File: config.mk
export PLATFORM = sky130hd
export DESIGN_NAME = mem_result_reader
export DESIGN_NICKNAME = d
export VERILOG_FILES = /design/src/rtl/mem_result_reader_pkg.sv /design/src/rtl/fwft_fifo.sv /design/src/rtl/mem_result_reader.sv
export SDC_FILE = /design/constraint.sdc
export NUM_CORES = 1
export LEC_CHECK = 0
export ABC_AREA = 1
export CORE_AREA = 3 3 141 109
export CTS_CLUSTER_DIAMETER = 200
export DETAILED_ROUTE_END_ITERATION = 8
export DIE_AREA = 0 0 144 112
export GPL_TIMING_DRIVEN = 0
export PLACE_DENSITY = 0.79
export SYNTH_ARGS = -nofsm -noshare
export SYNTH_HDL_FRONTEND = slang
export SYNTH_SLANG_ARGS = --single-unit
File: constraint.sdc
create_clock -name CLK -period 3.7 [get_ports CLK]
set_input_delay 0.74 -clock CLK [delete_from_list [all_inputs] [get_ports CLK]]
set_output_delay 0.74 -clock CLK [all_outputs]
set_load 0.03 [all_outputs]
File: src/rtl/mem_result_reader_pkg.sv
// Shared constants and types for the result reader.
// Holds the engine-wide values (memory address width, thread-state encoding)
// next to the result-frame header layout and the per-frame length limit.
package mem_result_reader_pkg;

    localparam int unsigned N_THREADS_DEF    = 16;
    localparam int unsigned MEM_TOTAL_MSB    = 9;
    localparam int unsigned THREAD_STATE_MSB = 1;

    localparam logic [THREAD_STATE_MSB:0] THREAD_STATE_NONE = 2'b00;

    // Result frame header: marker | length | thread number.
    localparam logic [7:0]  HDR_MARKER     = 8'hA5;
    localparam int unsigned HDR_MARKER_LSB = 24;
    localparam int unsigned HDR_LEN_LSB    = 16;
    localparam int unsigned HDR_THREAD_LSB = 0;

    localparam logic [4:0] MAX_LEN = 5'd16;

    typedef enum logic [2:0] {
        StIdle,
        StHdr,
        StRead,
        StDrain,
        StTswr
    } state_e;

    // Index of the most significant set bit; 0 for inputs of 0 or 1.
    function automatic int unsigned msb_of(input int unsigned v);
        return (v <= 1) ? 0 : $clog2(v + 1) - 1;
    endfunction

    function automatic logic [31:0] make_header(input logic [4:0] len,
                                                input logic [15:0] thread);
        logic [31:0] w;
        w = '0;
        w[HDR_MARKER_LSB +: 8] = HDR_MARKER;
        w[HDR_LEN_LSB +: 8]    = {3'b000, len};
        w[HDR_THREAD_LSB +: 16] = thread;
        return w;
    endfunction

endpackage

File: src/rtl/fwft_fifo.sv
// First-word-fall-through FIFO.
// Ports:
//   clk_i, rst_ni        clock, asynchronous active-low reset (flushes contents)
//   push_i, wdata_i      write; ignored when full unless a pop happens in the same cycle
//   pop_i                take the head word; ignored when empty
//   rdata_o, empty_o     head word (zero when empty), empty flag
//   count_o              current occupancy, 0..Depth
// Depth must be a power of two so the pointers wrap naturally.
module fwft_fifo #(
    parameter int unsigned Width = 33,
    parameter int unsigned Depth = 4
) (
    input  logic                   clk_i,
    input  logic                   rst_ni,
    input  logic                   push_i,
    input  logic [Width-1:0]       wdata_i,
    input  logic                   pop_i,
    output logic [Width-1:0]       rdata_o,
    output logic                   empty_o,
    output logic [$clog2(Depth):0] count_o
);

    localparam int unsigned AddrW = $clog2(Depth);
    localparam int unsigned CntW  = AddrW + 1;

    logic [Width-1:0] mem_q [Depth];
    logic [AddrW-1:0] wr_ptr_q, rd_ptr_q;
    logic [CntW-1:0]  count_q, count_d;
    logic             full, do_push, do_pop;

    assign empty_o = (count_q == '0);
    assign full    = (count_q == CntW'(Depth));
    assign do_pop  = pop_i && !empty_o;
    // A full FIFO can still accept a word when the head leaves in the same cycle.
    assign do_push = push_i && (!full || do_pop);

    always_comb begin
        count_d = count_q;
        unique case ({do_push, do_pop})
            2'b10:   count_d = count_q + CntW'(1);
            2'b01:   count_d = count_q - CntW'(1);
            default: count_d = count_q;
        endcase
    end

    always_ff @(posedge clk_i or negedge rst_ni) begin
        if (!rst_ni) begin
            wr_ptr_q <= '0;
            rd_ptr_q <= '0;
            count_q  <= '0;
        end else begin
            if (do_push) wr_ptr_q <= wr_ptr_q + AddrW'(1);
            if (do_pop)  rd_ptr_q <= rd_ptr_q + AddrW'(1);
            count_q <= count_d;
        end
    end

    always_ff @(posedge clk_i) begin
        if (do_push) mem_q[wr_ptr_q] <= wdata_i;
    end

    assign rdata_o = empty_o ? '0 : mem_q[rd_ptr_q];
    assign count_o = count_q;

endmodule

File: src/rtl/mem_result_reader.sv
// Result reader: fetches cmd_len words from engine memory and streams them to the
// host as one frame (header word, then data words), then releases the thread.
// Ports:
//   CLK, RST_N                         clock, asynchronous active-low reset
//   cmd_valid/cmd_ready                command handshake (ready only while idle)
//   cmd_thread_num, cmd_addr, cmd_len  thread, base word address, word count 0..16
//   mem_rd_cpu_request/mem_rd_addr_cpu level read request and its address
//   mem_dout/mem_rd_cpu_valid          read data and completion strobe
//   out_valid/out_ready/out_data/out_last  framed output stream
//   ts_wr_num/ts_wr_en/ts_wr           thread-state write (back to NONE)
//   busy                               frame in progress
//   err                                sticky protocol error
module mem_result_reader
    import mem_result_reader_pkg::*;
#(
    parameter int unsigned N_THREADS     = N_THREADS_DEF,
    parameter int unsigned N_THREADS_MSB = msb_of(N_THREADS - 1),
    parameter int unsigned FIFO_DEPTH    = 4
) (
    input  logic                        CLK,
    input  logic                        RST_N,
    input  logic                        cmd_valid,
    output logic                        cmd_ready,
    input  logic [N_THREADS_MSB:0]      cmd_thread_num,
    input  logic [MEM_TOTAL_MSB:0]      cmd_addr,
    input  logic [4:0]                  cmd_len,
    output logic                        mem_rd_cpu_request,
    output logic [MEM_TOTAL_MSB:0]      mem_rd_addr_cpu,
    input  logic [31:0]                 mem_dout,
    input  logic                        mem_rd_cpu_valid,
    output logic                        out_valid,
    input  logic                        out_ready,
    output logic [31:0]                 out_data,
    output logic                        out_last,
    output logic [N_THREADS_MSB:0]      ts_wr_num,
    output logic                        ts_wr_en,
    output logic [THREAD_STATE_MSB:0]   ts_wr,
    output logic                        busy,
    output logic                        err
);

    localparam int unsigned AddrW = MEM_TOTAL_MSB + 1;
    localparam int unsigned CntW  = $clog2(FIFO_DEPTH) + 1;

    state_e                 state_q, state_d;
    logic [N_THREADS_MSB:0] thread_q, thread_d;
    logic [AddrW-1:0]       addr_q, addr_d;
    logic [4:0]             len_q, len_d;
    logic [4:0]             remain_q, remain_d;
    logic                   err_q, err_d;
    logic                   init_q;

    logic                   cmd_fire, req, rd_done;
    logic [4:0]             len_clamped;
    logic                   fifo_push, fifo_empty;
    logic [32:0]            fifo_wdata, fifo_rdata;
    logic [CntW-1:0]        fifo_count;

    // init_q keeps cmd_ready low until the first edge after reset release.
    assign cmd_fire    = cmd_valid && cmd_ready;
    assign len_clamped = (cmd_len > MAX_LEN) ? MAX_LEN : cmd_len;
    // One outstanding read; the FIFO must keep a free slot for it.
    assign req         = (state_q == StRead) && (fifo_count < CntW'(FIFO_DEPTH));
    assign rd_done     = req && mem_rd_cpu_valid;

    always_comb begin
        state_d    = state_q;
        thread_d   = thread_q;
        addr_d     = addr_q;
        len_d      = len_q;
        remain_d   = remain_q;
        fifo_push  = 1'b0;
        fifo_wdata = '0;
        err_d      = err_q;

        if (mem_rd_cpu_valid && !req) err_d = 1'b1;
        if (cmd_fire && (cmd_len > MAX_LEN)) err_d = 1'b1;

        unique case (state_q)
            StIdle: begin
                if (cmd_fire) begin
                    thread_d = cmd_thread_num;
                    addr_d   = cmd_addr;
                    len_d    = len_clamped;
                    remain_d = len_clamped;
                    state_d  = StHdr;
                end
            end
            StHdr: begin
                // The FIFO is always empty here, so the header push cannot be refused.
                fifo_push  = 1'b1;
                fifo_wdata = {(len_q == 5'd0), make_header(len_q, 16'(thread_q))};
                state_d    = (len_q == 5'd0) ? StDrain : StRead;
            end
            StRead: begin
                if (rd_done) begin
                    fifo_push  = 1'b1;
                    fifo_wdata = {(remain_q == 5'd1), mem_dout};
                    addr_d     = addr_q + AddrW'(1);
                    remain_d   = remain_q - 5'd1;
                    if (remain_q == 5'd1) state_d = StDrain;
                end
            end
            StDrain: begin
                if (fifo_empty) state_d = StTswr;
            end
            StTswr: begin
                state_d = StIdle;
            end
            default: begin
                state_d = StIdle;
            end
        endcase
    end

    always_ff @(posedge CLK or negedge RST_N) begin
        if (!RST_N) begin
            state_q  <= StIdle;
            thread_q <= '0;
            addr_q   <= '0;
            len_q    <= '0;
            remain_q <= '0;
            err_q    <= 1'b0;
            init_q   <= 1'b0;
        end else begin
            state_q  <= state_d;
            thread_q <= thread_d;
            addr_q   <= addr_d;
            len_q    <= len_d;
            remain_q <= remain_d;
            err_q    <= err_d;
            init_q   <= 1'b1;
        end
    end

    fwft_fifo #(
        .Width (33),
        .Depth (FIFO_DEPTH)
    ) u_fifo (
        .clk_i   (CLK),
        .rst_ni  (RST_N),
        .push_i  (fifo_push),
        .wdata_i (fifo_wdata),
        .pop_i   (out_ready),
        .rdata_o (fifo_rdata),
        .empty_o (fifo_empty),
        .count_o (fifo_count)
    );

    assign out_valid          = !fifo_empty;
    assign out_last           = fifo_rdata[32];
    assign out_data           = fifo_rdata[31:0];
    assign cmd_ready          = init_q && (state_q == StIdle);
    assign mem_rd_cpu_request = req;
    assign mem_rd_addr_cpu    = req ? addr_q : '0;
    assign ts_wr_en           = (state_q == StTswr);
    assign ts_wr_num          = ts_wr_en ? thread_q : '0;
    assign ts_wr              = ts_wr_en ? THREAD_STATE_NONE : '0;
    assign busy               = (state_q != StIdle);
    assign err                = err_q;

endmodule

Word level (Yosys, flattened, before mapping)
Memory sizes are Yosys's and may differ from the RTL's.
Cells that the tools add are included.
{"block": "totals", "register_bits": 36, "latchBits": 0, "mem_bits_rw": 132, "rom_bits": 0, "in_bits": 56, "out_inout_bits": 55, "wordCells": 78, "mem_count": 1}
{"block": "classes", "add_sub_neg": 6, "n_mul": 0, "div": 0, "n_lt_le_gt_ge": 2, "eq_ne": 12, "shift": 0, "n_mux": 25, "bitwise": 0, "reduce_logical": 22}
{"name": "u_fifo.mem_q", "words": 4, "width": 33, "read_ports": 1, "rd_clocked_by_memory_dff": 0, "wr": 1, "line": "fwft_fifo.sv:26", "rtl": "logic [Width-1:0] mem_q [Depth];"}
{"cell": "33-bit two-way mux", "count": 2}
{"cell": "33-bit case mux with 2 select lines", "count": 1}
{"cell": "10-bit two-way mux", "count": 3}
{"cell": "10-bit case mux with 2 select lines", "count": 1}
{"cell": "5-bit two-way mux", "count": 3}
{"cell": "3-bit two-way mux", "count": 4}
{"cell": "3-bit case mux with 4 select lines", "count": 1}
{"cell": "10-bit by 1-bit adder with 10-bit output (second input constant)", "count": 1}
{"cell": "5-bit case mux with 2 select lines", "count": 1}
{"cell": "1-bit logical AND", "count": 8}
{"cell": "3-bit by 2-bit equality test with 1-bit output (second input constant)", "count": 2}
{"cell": "3-bit equality test (second input constant)", "count": 2}
{"cell": "3-bit logical NOT", "count": 2}
{"cell": "1-bit two-way mux", "count": 6}
{"cell": "3-bit case mux with 2 select lines", "count": 1}
{"cell": "2-bit nonzero test", "count": 3}
{"cell": "5-bit by 1-bit equality test with 1-bit output (second input constant)", "count": 1}
{"cell": "5-bit greater-than comparator (second input constant)", "count": 1}
{"cell": "5-bit logical NOT", "count": 1}
{"cell": "5-bit by 1-bit subtractor with 5-bit output (second input constant)", "count": 1}
{"cell": "2-bit by 1-bit adder with 2-bit output (second input constant)", "count": 2}
{"cell": "4-bit two-way mux", "count": 1}
{"cell": "2-bit by 1-bit inequality test with 1-bit output (second input constant)", "count": 2}
{"cell": "2-bit inequality test (second input constant)", "count": 2}
{"cell": "13 further kinds", "count": 15}

Depth between registers and ports, before layout
Gate-level depths: netlist of run 1.
{"block": "depth", "word_depth": 8, "mapped_depth": 11, "mapped_depth_nobuf": 11}

Hierarchy
A second synthesis of run 1 with hierarchy kept.
{"block": "unflattened", "hier_cells": 783, "area_unflattened_um2": 7726.2}
{"module": "fwft_fifo", "n_inst": 1, "cells_each": 444, "area_per_inst_um2": 5606.6, "seq_area_each_um2": 4139.0}
{"module": "mem_result_reader", "n_inst": 1, "cells_each": 339, "area_per_inst_um2": 2119.5, "seq_area_each_um2": 725.7}

Worst setup path before layout of run 1
Ideal clock, no wire load.
{"block": "synth_timing", "path_kind": "input to register", "start": "input mem_rd_cpu_valid", "end": "memory u_fifo.mem_q[0][0] (enable)", "setup_time_ns": 0.423, "t_arrival_ns": 2.523, "required_time_ns": 3.277, "slack_ns": 0.754, "path_stages": 4, "n_path_buf": 0, "path_cell_list": "nand4_4 > nand2_1 > o21ai_2 > nor2_1"}
{"block": "synth_via", "elab_chain_len": 6}
{"element": "start: declaration", "line": "mem_result_reader.sv:30", "rtl": "input logic mem_rd_cpu_valid,"}
{"element": "1-bit logical AND", "line": "mem_result_reader.sv:64", "rtl": "assign rd_done = req && mem_rd_cpu_valid;"}
{"element": "1-bit two-way mux", "line": "mem_result_reader.sv:96", "rtl": "if (rd_done) begin"}
{"element": "1-bit case mux with 2 select lines", "line": "mem_result_reader.sv:79", "rtl": "unique case (state_q)"}
{"element": "1-bit logical AND", "line": "fwft_fifo.sv:35", "rtl": "assign do_push = push_i && (!full || do_pop);"}
{"element": "1-bit two-way mux", "line": "fwft_fifo.sv:59", "rtl": "if (do_push) mem_q[wr_ptr_q] <= wdata_i;"}
{"element": "1-bit two-way mux (implied by the code)", "line": "fwft_fifo.sv:59"}
{"element": "end: declaration", "line": "fwft_fifo.sv:26"}
No other way between the ends.

Worst setup path after layout of run 1
{"block": "layout_timing", "start": "register u_fifo.rd_ptr_q[0]", "end": "output out_data[5]"}
{"block": "layout_via", "elab_chain_len": 2}
{"element": "start: declaration", "line": "fwft_fifo.sv:27", "rtl": "logic [AddrW-1:0] wr_ptr_q, rd_ptr_q;"}
{"element": "start signal: assignment", "line": "fwft_fifo.sv:53", "rtl": "if (do_pop) rd_ptr_q <= rd_ptr_q + AddrW'(1);"}
{"element": "memory 4 x 33 bit"}
{"element": "33-bit two-way mux", "line": "fwft_fifo.sv:62", "rtl": "assign rdata_o = empty_o ? '0 : mem_q[rd_ptr_q];"}
{"element": "end: declaration", "line": "mem_result_reader.sv:33", "rtl": "output logic [31:0] out_data,"}
No other way between the ends.

==> run_results.csv, run 1 <==
group,metric,value,unit
run_status,status,"finished clean",
setup_path,crit_cells,8,
floorplan,rows,38,
logic_synthesis,yosysMostFrequentCell,"nor2_1",
cts,hold_buffers,0,
grt,grt.overflow.total,0,
logic_synthesis,synthDistinctLibCells,40,
setup_path,reg2reg_depth,6,
sta,fmax,285,MHz
floorplan,die_area,16100,µm²
layout,layout.nets,954,
logic_synthesis,synthTopCellsByArea,"edfxtp_1, dfrtp_1, nor2_1",
drt,dr.pass1.iters,5,
floorplan,ios,111,
drt,routed_wl,18700,µm
drt,first_iter_violations,643,
sta,fin_crit,3.51,ns
setup_path,crit_path_end_kind,"output port",
setup_path,criticalPathCategory,"reg2out",
place,gp_congestion,0.906,
min_path,hold_class,"in2async",
setup_path,cp_slowest_stage_delay,0.72,ns
place,dpl.hpwl,12500,µm
cts,clk_pin_slew_worst_paths,0.06,ns
logic_synthesis,ys_warn_count,0,
setup_path,rr_endpoint,"u_fifo.mem_q[0][3]",
sta,min_period_over_period,94.8,%
cts,clkSinkCount,168,
pwr,internal_power,5.28,mW
layout,seqCellArea,4860,µm²
sta,fin_skew,0.00613,ns
drt,ant_nets,0,
logic_synthesis,synth_common_cells,"nor2_1, edfxtp_1, o21ai_0",
sta,maxSlewViolCount,0,
grt,track_usage,24.0,%
logic_synthesis,synth_ff_type,"edfxtp_1",
cts,root_buffer,"clkbuf_16",
grt,grt_max_degree,37,
sta,finalHoldViolCount,0,
drt,vias,5807,
grt,grt_pass1_vias,5671,
setup_path,r2r_start,"state_q[2]",
cts,htree_levels,4,
setup_path,ff2ff_setup_slack,1.41,ns
logic_synthesis,syn-instance-count,758,
drt,routedWlPerCell,17.3,µm
layout,synthToLayoutAreaGrowth,26.9,%
layout,drive_above_1_share,9.52,%
logic_synthesis,synth_area,7640,µm²
layout,final_design_area_no_fill,9700,µm²
sta,rsz0062_at_grt,"no",
setup_path,path_max_fanout,10,
pwr,pwr-share-comb,49.7,%
setup_path,worstPathRequired,2.96,ns
cts,cts_buffer_depth,2,
logic_synthesis,yosysTopAreaCellShare,51.9,%
place,numPortBuffers,108,
flow_run,max-cap-violations,0,
logic_synthesis,synth_top_area_cell,"edfxtp_1",
layout,nFillCells,1022,
setup_path,start_kind,"register",
grt,grt_pass1_wl,29400,µm
logic_synthesis,synthArstFlopShare,21.4,%
setup_path,path_cells,"clkbuf_1 -> buf_2 -> buf_2 -> nor2_1 -> nor2_1 -> o21ai_0 -> a21oi_1 -> clkdlybuf4s50_1",
sta,tightestPinTransition,0.809,ns
drt,viasPerCell,5.36,
setup_path,path_buf_inv,4,
floorplan,core-area,14200,µm²
layout,antenna_cells,0,
setup_path,cp.arrival,2.77,ns
setup_path,cp_slowest_cell,"clkdlybuf4s50_1",
floorplan,initial_utilization,53.8,%
logic_synthesis,ys_seq_elements,168,
pwr,peakVddDrop,0.486,mV
floorplan,die_h,112,µm
cts,cts_tree,"done",
pwr,power_switching,3.89,mW
sta,relSlewSlack,46.1,%
pwr,powerDensity,946,nW/µm²
place,placed_area,9070,µm²
cts,cts_buffers,17,
logic_synthesis,syn_avg_cell_area,10.1,µm²
setup_path,crit_family,"buffers and inverters",
sta,setup_viol,0,
logic_synthesis,ys_seq_area_share,63.6,%
drt,drc,0,
pwr,clockPowerShare,20.3,%
logic_synthesis,synth_edf_count,132,
sta,finalSetupTns,0,ns
grt,antenna_found_initial,0,
cts,clk_latency,0.43,ns
pwr,p_leak,3.84,nW
layout,multi_input_area,2330,µm²
pwr,power_frac_seq,30.0,%
pwr,swShare,42.4,%
floorplan,dieWidth,144,µm
[power by group through the flow]
stage | Sequential [mW] | Clock (mW) | Combinational, mW
6_report | 2.75 | 1.87 | 4.56
5_1_grt | 2.79 | 1.96 | 4.95
4_1_cts | 2.74 | 1.88 | 4.55
3_5_place_dp | 2.78 | 0 | 4.50
3_3_place_gp | 2.79 | 0 | 4.33
2_1_floorplan | 2.74 | 0 | 2.89
[state kept, by name, indices dropped and copies added, names as in the netlist]
register and count:
u_fifo.count_o 3, thread_q 4, init_q 1, remain_q 5, err 1, u_fifo.rd_ptr_q 2, u_fifo.wr_ptr_q 2, u_fifo.mem_q 132
state_q 3, addr_q 10, len_q 5
[area by class of cell]
class | count | share of cell area (%)
sequential | 168 | 50.1
multi-input combinational | 478 | 24.1
timing repair buffer | 112 | 12.1
clock buffer | 17 | 4.39
inverter | 75 | 2.98
tap | 180 | 2.32
clock inverter | 15 | 2.04
buffer | 38 | 2.00
[per-layer routing]
metal | wire (µm) | track usage [%] | vias up
met5 | 0 | 0 | -
met4 | 246 | 8.16 | 0
met3 | 1580 | 4.55 | 30
met2 | 8680 | 35.6 | 286
met1 | 8180 | 35.8 | 2712
li1 | - | - | 2779
[how the worst max path moves through the flow]
stage	end	start
floorplan	u_fifo.mem_q[0][0]	mem_rd_cpu_valid
global placement	u_fifo.mem_q[1][14]	mem_rd_cpu_valid
detailed placement	out_data[25]	u_fifo.rd_ptr_q[0]
CTS	out_data[5]	u_fifo.rd_ptr_q[0]
global route	out_data[9]	u_fifo.rd_ptr_q[0]
finish	out_data[5]	u_fifo.rd_ptr_q[0]
[metrics by stage]
step                util, %  cells  power [mW]  hold slack, ns  worst slack (ns)
floorplan                 -    759        5.63           0.444             0.754
global placement       63.0   1047        7.12           0.471             -1.02
detailed placement     63.8   1051        7.27           0.482             0.566
CTS                    68.2   1083        9.17           0.424            0.0843
global route           68.2   1083        9.70           0.456            0.0635
finish                 68.2   1083        9.18           0.403             0.194
[placed cells by master (no fill, tap or decap), types with 2 or more instances in the layout]
cell type,netlist,final
a21oi_1,36,36
buf_1,6,6
buf_12,1,3
buf_16,0,2
buf_2,10,11
buf_4,3,3
bufinv_16,0,4
clkbuf_1,17,14
clkbuf_16,0,17
clkbuf_2,0,3
clkdlybuf4s50_1,0,107
clkinv_1,0,2
clkinv_2,0,2
clkinv_4,1,2
conb_1,2,3
dfrtp_1,36,36
edfxtp_1,132,132
ha_1,7,7
inv_1,71,71
inv_2,2,2
inv_6,0,5
mux2i_1,2,2
nand2_1,77,77
nand2_2,8,8
nand2_4,4,4
nand3_1,21,21
nand3b_1,2,2
nand4_1,3,3
nor2_1,185,181
nor2_4,2,6
nor3_1,4,4
o21a_1,2,2
o21ai_0,94,94
o21ai_1,4,4
o21ai_2,6,6
o22ai_1,2,2
or2_2,2,2
xor2_1,6,6
[logic make-up after synthesis]
family	count (synthesis)	share of synthesized area [%]
compound gates	146	10.0
xor+xnor	7	0.802
fa+ha+maj	8	1.41
buf+inv	113	6.27
flops	168	63.6
mux	2	0.262
other cells	2	0.0983
simple gates	312	17.5
[what timing repair did]
action / 4_1_cts / 5_1_grt
setup buffers: 0 / 0
setup endpoints to repair: 0 / 9
gates resized for setup: 0 / 6
Note: power is estimated with default switching activity, not from simulation.
==> run 2, diff against run 1 <==
Settings changed: GPL_TIMING_DRIVEN 0 to default, REMOVE_ABC_BUFFERS from default to 1.
==> run 2 against run 1 <==
Net effect:
- register-to-register slack improved by 0.25 ns
- cell area fell by 1.6%
- clock power barely moved
- hold slack improved by 0.021 ns
- fmax rose by 7.9%
- wire length fell by 8.1%
- non-clock buffer count fell by 29
- highest routed layer unchanged
==> run_results.csv, run 2 (synthesized netlist as in run 1, its figures left out) <==
group,metric,value,unit
place,dpl_worst_slack,0.905,ns
grt,antenna_found_initial,0,
sta,min_period_over_period,87.8,%
run_status,status,"finished clean",
sta,whs,0.424,ns
layout,final_common_cell,"nor2_1",
layout,layout.nets,925,
sta,fin_ws,0.451,ns
floorplan,core-area,14200,µm²
cts,clkSinkCount,168,
sta,finalHoldViolCount,0,
floorplan,die_area,16100,µm²
cts,hold_buffers,0,
sta,setup_viol,0,
sta,rsz0062_at_grt,"no",
drt,dr.pass1.iters,5,
layout,top_regs,"u_fifo.mem_q x132, addr_q x10",
cts,cts_setup_buffers,0,
drt,vias,5643,
floorplan,rows,38,
layout,final_cell_mix,"nor2_1, edfxtp_1, o21ai_0",
floorplan,initial_utilization,53.8,%
layout,largest_reg_flops,132,
grt,grt_pass1_wl,27700,µm
setup_path,rr_endpoint,"u_fifo.count_o[2]",
place,placedCellCount,1022,
cts,cts_tree,"done",
grt,grt.overflow.total,0,
setup_path,worstPathRequired,2.96,ns
sta,finalSetupTns,0,ns
cts,cts_buffers,17,
setup_path,start_kind,"register",
setup_path,crit_path_end_kind,"output port",
cts,cts_buffer_depth,2,
grt,grt_max_degree,68,
setup_path,cp.arrival,2.51,ns
layout,max_flop_register,"u_fifo.mem_q",
pwr,peakVddDrop,0.508,mV
place,dpl.hpwl,10700,µm
drt,viasPerCell,5.35,
drt,drc,0,
layout,nFillCells,1035,
place,placed_area,8900,µm²
setup_path,r2r_start,"state_q[0]",
floorplan,ios,111,
cts,cts_resized,0,
cts,root_buffer,"clkbuf_16",
drt,routed_wl,17200,µm
cts,htree_levels,4,
floorplan,dieWidth,144,µm
layout,synthToLayoutAreaGrowth,24.9,%
pwr,powerDensity,945,nW/µm²
drt,routedWlPerCell,16.3,µm
layout,final_design_area_no_fill,9550,µm²
layout,stdcell_count,1054,
setup_path,path_max_fanout,19,
cts,clk_pin_slew_worst_paths,0.07,ns
sta,tightestPinTransition,0.880,ns
sta,fin_crit,3.25,ns
place,gp_congestion,0.889,
sta,maxSlewViolCount,0,
grt,grt_pass1_vias,5520,
place,numPortBuffers,108,
grt,track_usage,22.3,%
setup_path,criticalPathCategory,"reg2out",
drt,ant_nets,0,
min_path,hold_class,"in2async",
cts,clk_latency,0.42,ns
setup_path,ff2ff_setup_slack,1.66,ns
floorplan,die_h,112,µm
sta,fmax,308,MHz
setup_path,reg2reg_depth,9,
pwr,p_leak,3.83,nW
layout,drive_above_1_share,12.9,%
layout,antenna_cells,0,
drt,first_iter_violations,619,
sta,fin_skew,0.00742,ns
sta,relSlewSlack,41.3,%
flow_run,max-cap-violations,0,
run 2: cell count changes in the layout (fill, tap and decap cells not counted), moves of 2 or more:
cell,delta
clkbuf_1,-14
buf_4,+35
clkbuf_2,-3
clkdlybuf4s50_1,-33
inv_8,+2
buf_1,-6
buf_2,-10
clkinv_2,-2
buf_16,-2
buf_12,+5
clkinv_4,+2
run 2: worst max-delay path by stage:
| stage | endpoint | slack [ns] | from |
|---|---|---|---|
| 6_report | mem_rd_addr_cpu[2] | 0.45 | state_q[2] |
| 5_1_grt | mem_rd_addr_cpu[4] | 0.31 | state_q[1] |
| 4_1_cts | mem_rd_addr_cpu[2] | 0.46 | state_q[2] |
| 3_5_place_dp | mem_rd_addr_cpu[2] | 0.91 | state_q[2] |
| 3_3_place_gp | mem_rd_addr_cpu[2] | 0.99 | state_q[2] |
| 2_1_floorplan | out_data[0] | 0.20 | u_fifo.rd_ptr_q[0] |
run 2: power by group:
group	internal, mW	switching, mW	total [mW]
sequential	2.56	0.194	2.76
combinational	1.51	2.85	4.36
clock	1.15	0.753	1.90
run 2: cell type report:
| cell class | count | area, µm² | share of cell area [%] |
|---|---|---|---|
| repair buffers | 121 | 1190 | 12.5 |
| well taps | 180 | 225 | 2.36 |
| inverters | 75 | 289 | 3.03 |
| clock buffers | 17 | 425 | 4.46 |
| clock inverters | 15 | 215 | 2.25 |
| flip-flops and latches | 168 | 4870 | 51.0 |
| multi-input cells | 478 | 2330 | 24.4 |
run 2: through the flow:
step	util, %	power, mW
3_3_place_gp	62.6	7.02
6_report	67.1	9.02
5_1_grt	67.1	9.56
3_5_place_dp	62.6	7.12
2_1_floorplan	-	5.45
4_1_cts	67.1	9.03
run 2: worst max-delay path, stage by stage, from the launching register on:
cell and delay [ns]:
dfrtp_1 0.41, nor2_4 0.20, nand2_4 0.19, clkinv_4 0.17, nand2_1 0.24, nor2_1 0.18
clkdlybuf4s50_1 0.70
run 2: metal layers:
metal | GRT usage [%] | share of wire (%)
met5 | 0 | 0
met4 | 6.96 | 1.4
met3 | 5.58 | 8.2
met2 | 33.8 | 47
met1 | 31.9 | 44
==> variant 1: new RTL, settings of run 2 <==
The 5 states of `state_e` get a one-hot encoding in 5 bits.
--- a/src/rtl/mem_result_reader_pkg.sv
+++ b/src/rtl/mem_result_reader_pkg.sv
@@ -19,8 +19,8 @@
 
-    typedef enum logic [2:0] {
-        StIdle,
-        StHdr,
-        StRead,
-        StDrain,
-        StTswr
+    typedef enum logic [4:0] {
+        StIdle  = 5'b00001,
+        StHdr   = 5'b00010,
+        StRead  = 5'b00100,
+        StDrain = 5'b01000,
+        StTswr  = 5'b10000
     } state_e;
Check against the original RTL: no difference found for any inputs over 4 cycles, from zero or initial values and one cycle with RST_N low; so few cycles prove little.
==> variant 1 against run 2 <==
- power is 14% lower
- wire length up 4.5%
- fmax up 2.4%
- worst setup slack improved by 77 ps
- synthesized area increased by 0.28%
- register-to-register slack got worse by 410 ps
- critical endpoint is now out_data[31]
- sequential cell count is 2 higher
- design area is essentially flat
- largest power group unchanged
- final cell count increased by 0.19%
==> variant 1: results <==
[run_status]
status = complete, no violations

[critical_path]
cpPeakStageDelay_ps = 670
r2r-end = u_fifo.mem_q[3][7]$_DFFE_PP_
arrival_ps = 2430
ff2ff_path_depth = 7
reg2reg_slack_ps = 1250
crit_fanout = 20
worstReg2RegStart = state_q[2]$_DFFE_PN0P_
cp_slowest_cell = inv_1

[final_layout]
num_antenna_cells = 0
num-nets-final = 927
largestRegisters = u_fifo.mem_q: 132 flops, addr_q: 10 flops
drive_above_1_share = 0.123

[global_routing]
grt_pass1_wl_mm = 28.9
antenna_found_initial = 0
grt_pass1_vias = 5607
track_usage = 0.232
grt_max_degree = 68
grt_overflow = 0

[power]
leakagePower_nw = 3.76
power.internal_w = 0.00458
max-vdd-ir-drop_v = 0.000365

[clock_network]
post_cts_buffers = 0
cts_resized = 0
insertion_delay_ps = 420
htreeDepth = 4
numCtsBuffers = 17
path_clk_slew_ps = 70
cts_root_buffer = clkbuf_16

[min_path]
hold_path.class = in -> async

[routing]
routed_wl_mm = 18.0
drtPass1Iterations = 5
first_iter_violations = 551
via_count = 5764
drc = 0

[synth]
async_flop_share = 0.224
yosys.cell_types.count = 39
yosysWarnings = 0
synth_common_cells = nor2_1, edfxtp_1, o21ai_0
yosysSeqAreaShare = 0.641
synthTopCellsByArea = edfxtp_1, dfrtp_1, nor2_1
synth_edf_count = 132
synthFlopType = edfxtp_1

[place]
place_congestion = 0.802
port_buffers = 108
dpl.hpwl_mm = 10.9

[sta]
whs_ps = 425
maxSlewHeadroom = 0.349
finClkSkew_ps = 8.96
==> variant 1: cell count changes after synthesis, sizes merged, moves of 3 or more <==
cell	run 2	this run
a21oi	36	39
nand2	89	76
o21ai	104	109
buf	21	24
nand3b	3	0
nor3b	0	5
inv	74	70
==> variant 1: how the worst max path moves through the flow <==
| stage | start | slack, ps | endpoint | depth (start not counted) |
|---|---|---|---|---|
| 4_1_cts | state_q[1]$_DFFE_PN0P_ | 570 | ts_wr_num[0] | 6 |
| 2_1_floorplan | u_fifo.rd_ptr_q[0]$_DFFE_PN0P_ | 170 | out_data[31] | 3 |
| 3_3_place_gp | mem_rd_cpu_valid | 880 | u_fifo.mem_q[3][23]$_DFFE_PP_ | 6 |
| 3_5_place_dp | mem_rd_cpu_valid | 810 | u_fifo.mem_q[3][12]$_DFFE_PP_ | 6 |
| 6_report | u_fifo.count_o[1]$_DFFE_PN0P_ | 530 | out_data[31] | 6 |
| 5_1_grt | state_q[2]$_DFFE_PN0P_ | 390 | ts_wr_num[0] | 6 |
==> variant 1: cell type report <==
cell class / count / area, um2
clock buffer: 17 / 425
clock inverter: 15 / 189
fill: 1012 / 4680
inverter: 70 / 265
multi-input combinational: 479 / 2320
sequential: 170 / 4920
tap: 180 / 225
timing repair buffer: 125 / 1200
==> variant 1: logic make-up after synthesis <==
kind of cell	after synthesis	share of synthesized area
and+or+nand+nor	300	0.161
DFF	170	0.641
AOI/OAI and AO/OA	159	0.112
buffers and inverters	109	0.0602
xor gates and xnor gates	9	0.0103
adders and majority gates	8	0.0140
other	2	0.000980
==> variant 1: metrics by stage <==
stage	util	total power, W	setup WS, ps	instances	instance area, um2
2_1_floorplan	-	0.00457	174	719	7470
3_3_place_gp	0.628	0.00581	878	1024	8920
3_5_place_dp	0.628	0.00587	810	1024	8920
4_1_cts	0.671	0.00774	571	1056	9540
5_1_grt	0.671	0.00817	391	1056	9540
6_report	0.671	0.00771	529	1056	9540
==> variant 1: routing by layer <==
layer | vias to the layer above | global-route usage | part of all wire
li1 | 2757 | - | -
met1 | 2735 | 0.325 | 0.43
met2 | 248 | 0.368 | 0.48
met3 | 24 | 0.0498 | 0.082
met4 | 0 | 0.0684 | 0.013
met5 | - | 0 | 0
==> variant 1: power by group through the flow <==
stage	Combinational, W	Sequential (W)	Clock [W]
2_1_floorplan	0.00201	0.00256	0
3_3_place_gp	0.00333	0.00248	0
3_5_place_dp	0.00339	0.00249	0
4_1_cts	0.00342	0.00245	0.00186
5_1_grt	0.00375	0.00248	0.00195
6_report	0.00342	0.00246	0.00184
==> variant 1: worst max-delay path: cells and delay by family (launching register included) <==
kind            cells  cell delay (ps)
compound gates      1               80
flops               1              400
simple gates        2              350
buf+inv             3             1160
==> variant 2: new RTL, config.mk and constraints of run 2 <==
Made on the original files. `MEM_TOTAL_MSB`: 9 -> 8.
--- a/src/rtl/mem_result_reader_pkg.sv
+++ b/src/rtl/mem_result_reader_pkg.sv
@@ -6,3 +6,3 @@
     localparam int unsigned N_THREADS_DEF    = 16;
-    localparam int unsigned MEM_TOTAL_MSB    = 9;
+    localparam int unsigned MEM_TOTAL_MSB    = 8;
     localparam int unsigned THREAD_STATE_MSB = 1;
Interface: changed (resized cmd_addr and mem_rd_addr_cpu); port bits go from 111 to 109. The function was not compared with the original's and may differ.
==> variant 2 against run 2 <==
- hold slack improved by 65 ps
- register-to-register slack got worse by 260 ps
- first-iteration DRC count decreased by 18%
- design area decreased by 1.4%
- count of clock-buffer cells in the layout increased by 2
- worst setup slack improved by 4.8 ps
- synthesized cell count decreased by 1.8%
- sequential cell count decreased by 1
- critical path depth increased by 1
- wire length decreased by 2.2%
- final cell count decreased by 0.95%
- power decreased by 2.7%
- synthesized area decreased by 1.7%
- combinational power decreased by 3%
- largest cell class unchanged
- highest routed layer unchanged
==> variant 2: results <==
[run_status]
status = complete, no violations

[routing]
route.met2.wl_mm = 8.15
via_count = 5508
routed_wl_mm = 16.8
first_iter_violations = 508
wl_met1_mm = 7.44

[global_routing]
grt_pass1_vias = 5301
track_usage = 0.213
grt_max_degree = 37
grt_util_met2 = 0.334
use_met1 = 0.305

[critical_path]
crit_start = state_q[1]$_DFFE_PN0P_
worstReg2RegStart = state_q[2]$_DFFE_PN0P_
ff2ff_path_depth = 7
cp-endpoint = mem_rd_addr_cpu[8]
r2r-end = u_fifo.mem_q[3][6]$_DFFE_PP_
arrival_ps = 2500
crit_fanout = 13

[min_path]
hold_path.class = reg -> reg

[synth]
synth_common_cells = nor2_1, edfxtp_1, nand2_1
yosysSeqAreaShare = 0.644
yosys.cell_types.count = 38
syn_avg_cell_area_um2 = 10.1

[final_layout]
fin_cells = 1044

[place]
preCtsSetupSlack_ps = 774
dpl.hpwl_mm = 10.8
place_congestion = 0.818

[sta]
finClkSkew_ps = 13.1
max_freq_mhz = 308

[power]
power_frac_comb = 0.483
max-vdd-ir-drop_v = 0.000492
swShare = 0.425
## variant 2: area by class of cell
cell class / count / share of cell area
Timing Repair Buffer: 125 / 0.130
Inverter: 66 / 0.0263
Clock inverter: 13 / 0.0169
Tap cell: 180 / 0.0239
Multi-Input combinational cell: 474 / 0.242
Clock buffer: 19 / 0.0471
Sequential cell: 167 / 0.514
## variant 2: per-stage QoR
stage,power (W),hold WS [ps],cell area (um2)
detailed placement,0.00700,469,8810
global route,0.00932,517,9410
global placement,0.00690,467,8810
floorplan,0.00536,444,7330
finish,0.00878,489,9410
CTS,0.00880,488,9410
## variant 2: kinds of logic (layout without fill, tap and decap cells)
logic type / count (synthesis) / after routing / synth area share
other: 2 / 3 / 0.00100
flip-flops: 167 / 167 / 0.644
adder cells (fa/ha/maj): 8 / 8 / 0.0143
buffers and inverters: 104 / 223 / 0.0576
XOR/XNOR: 8 / 8 / 0.00933
AO/OA/AOI/OAI: 141 / 141 / 0.0969
AND/OR/NAND/NOR: 314 / 314 / 0.177
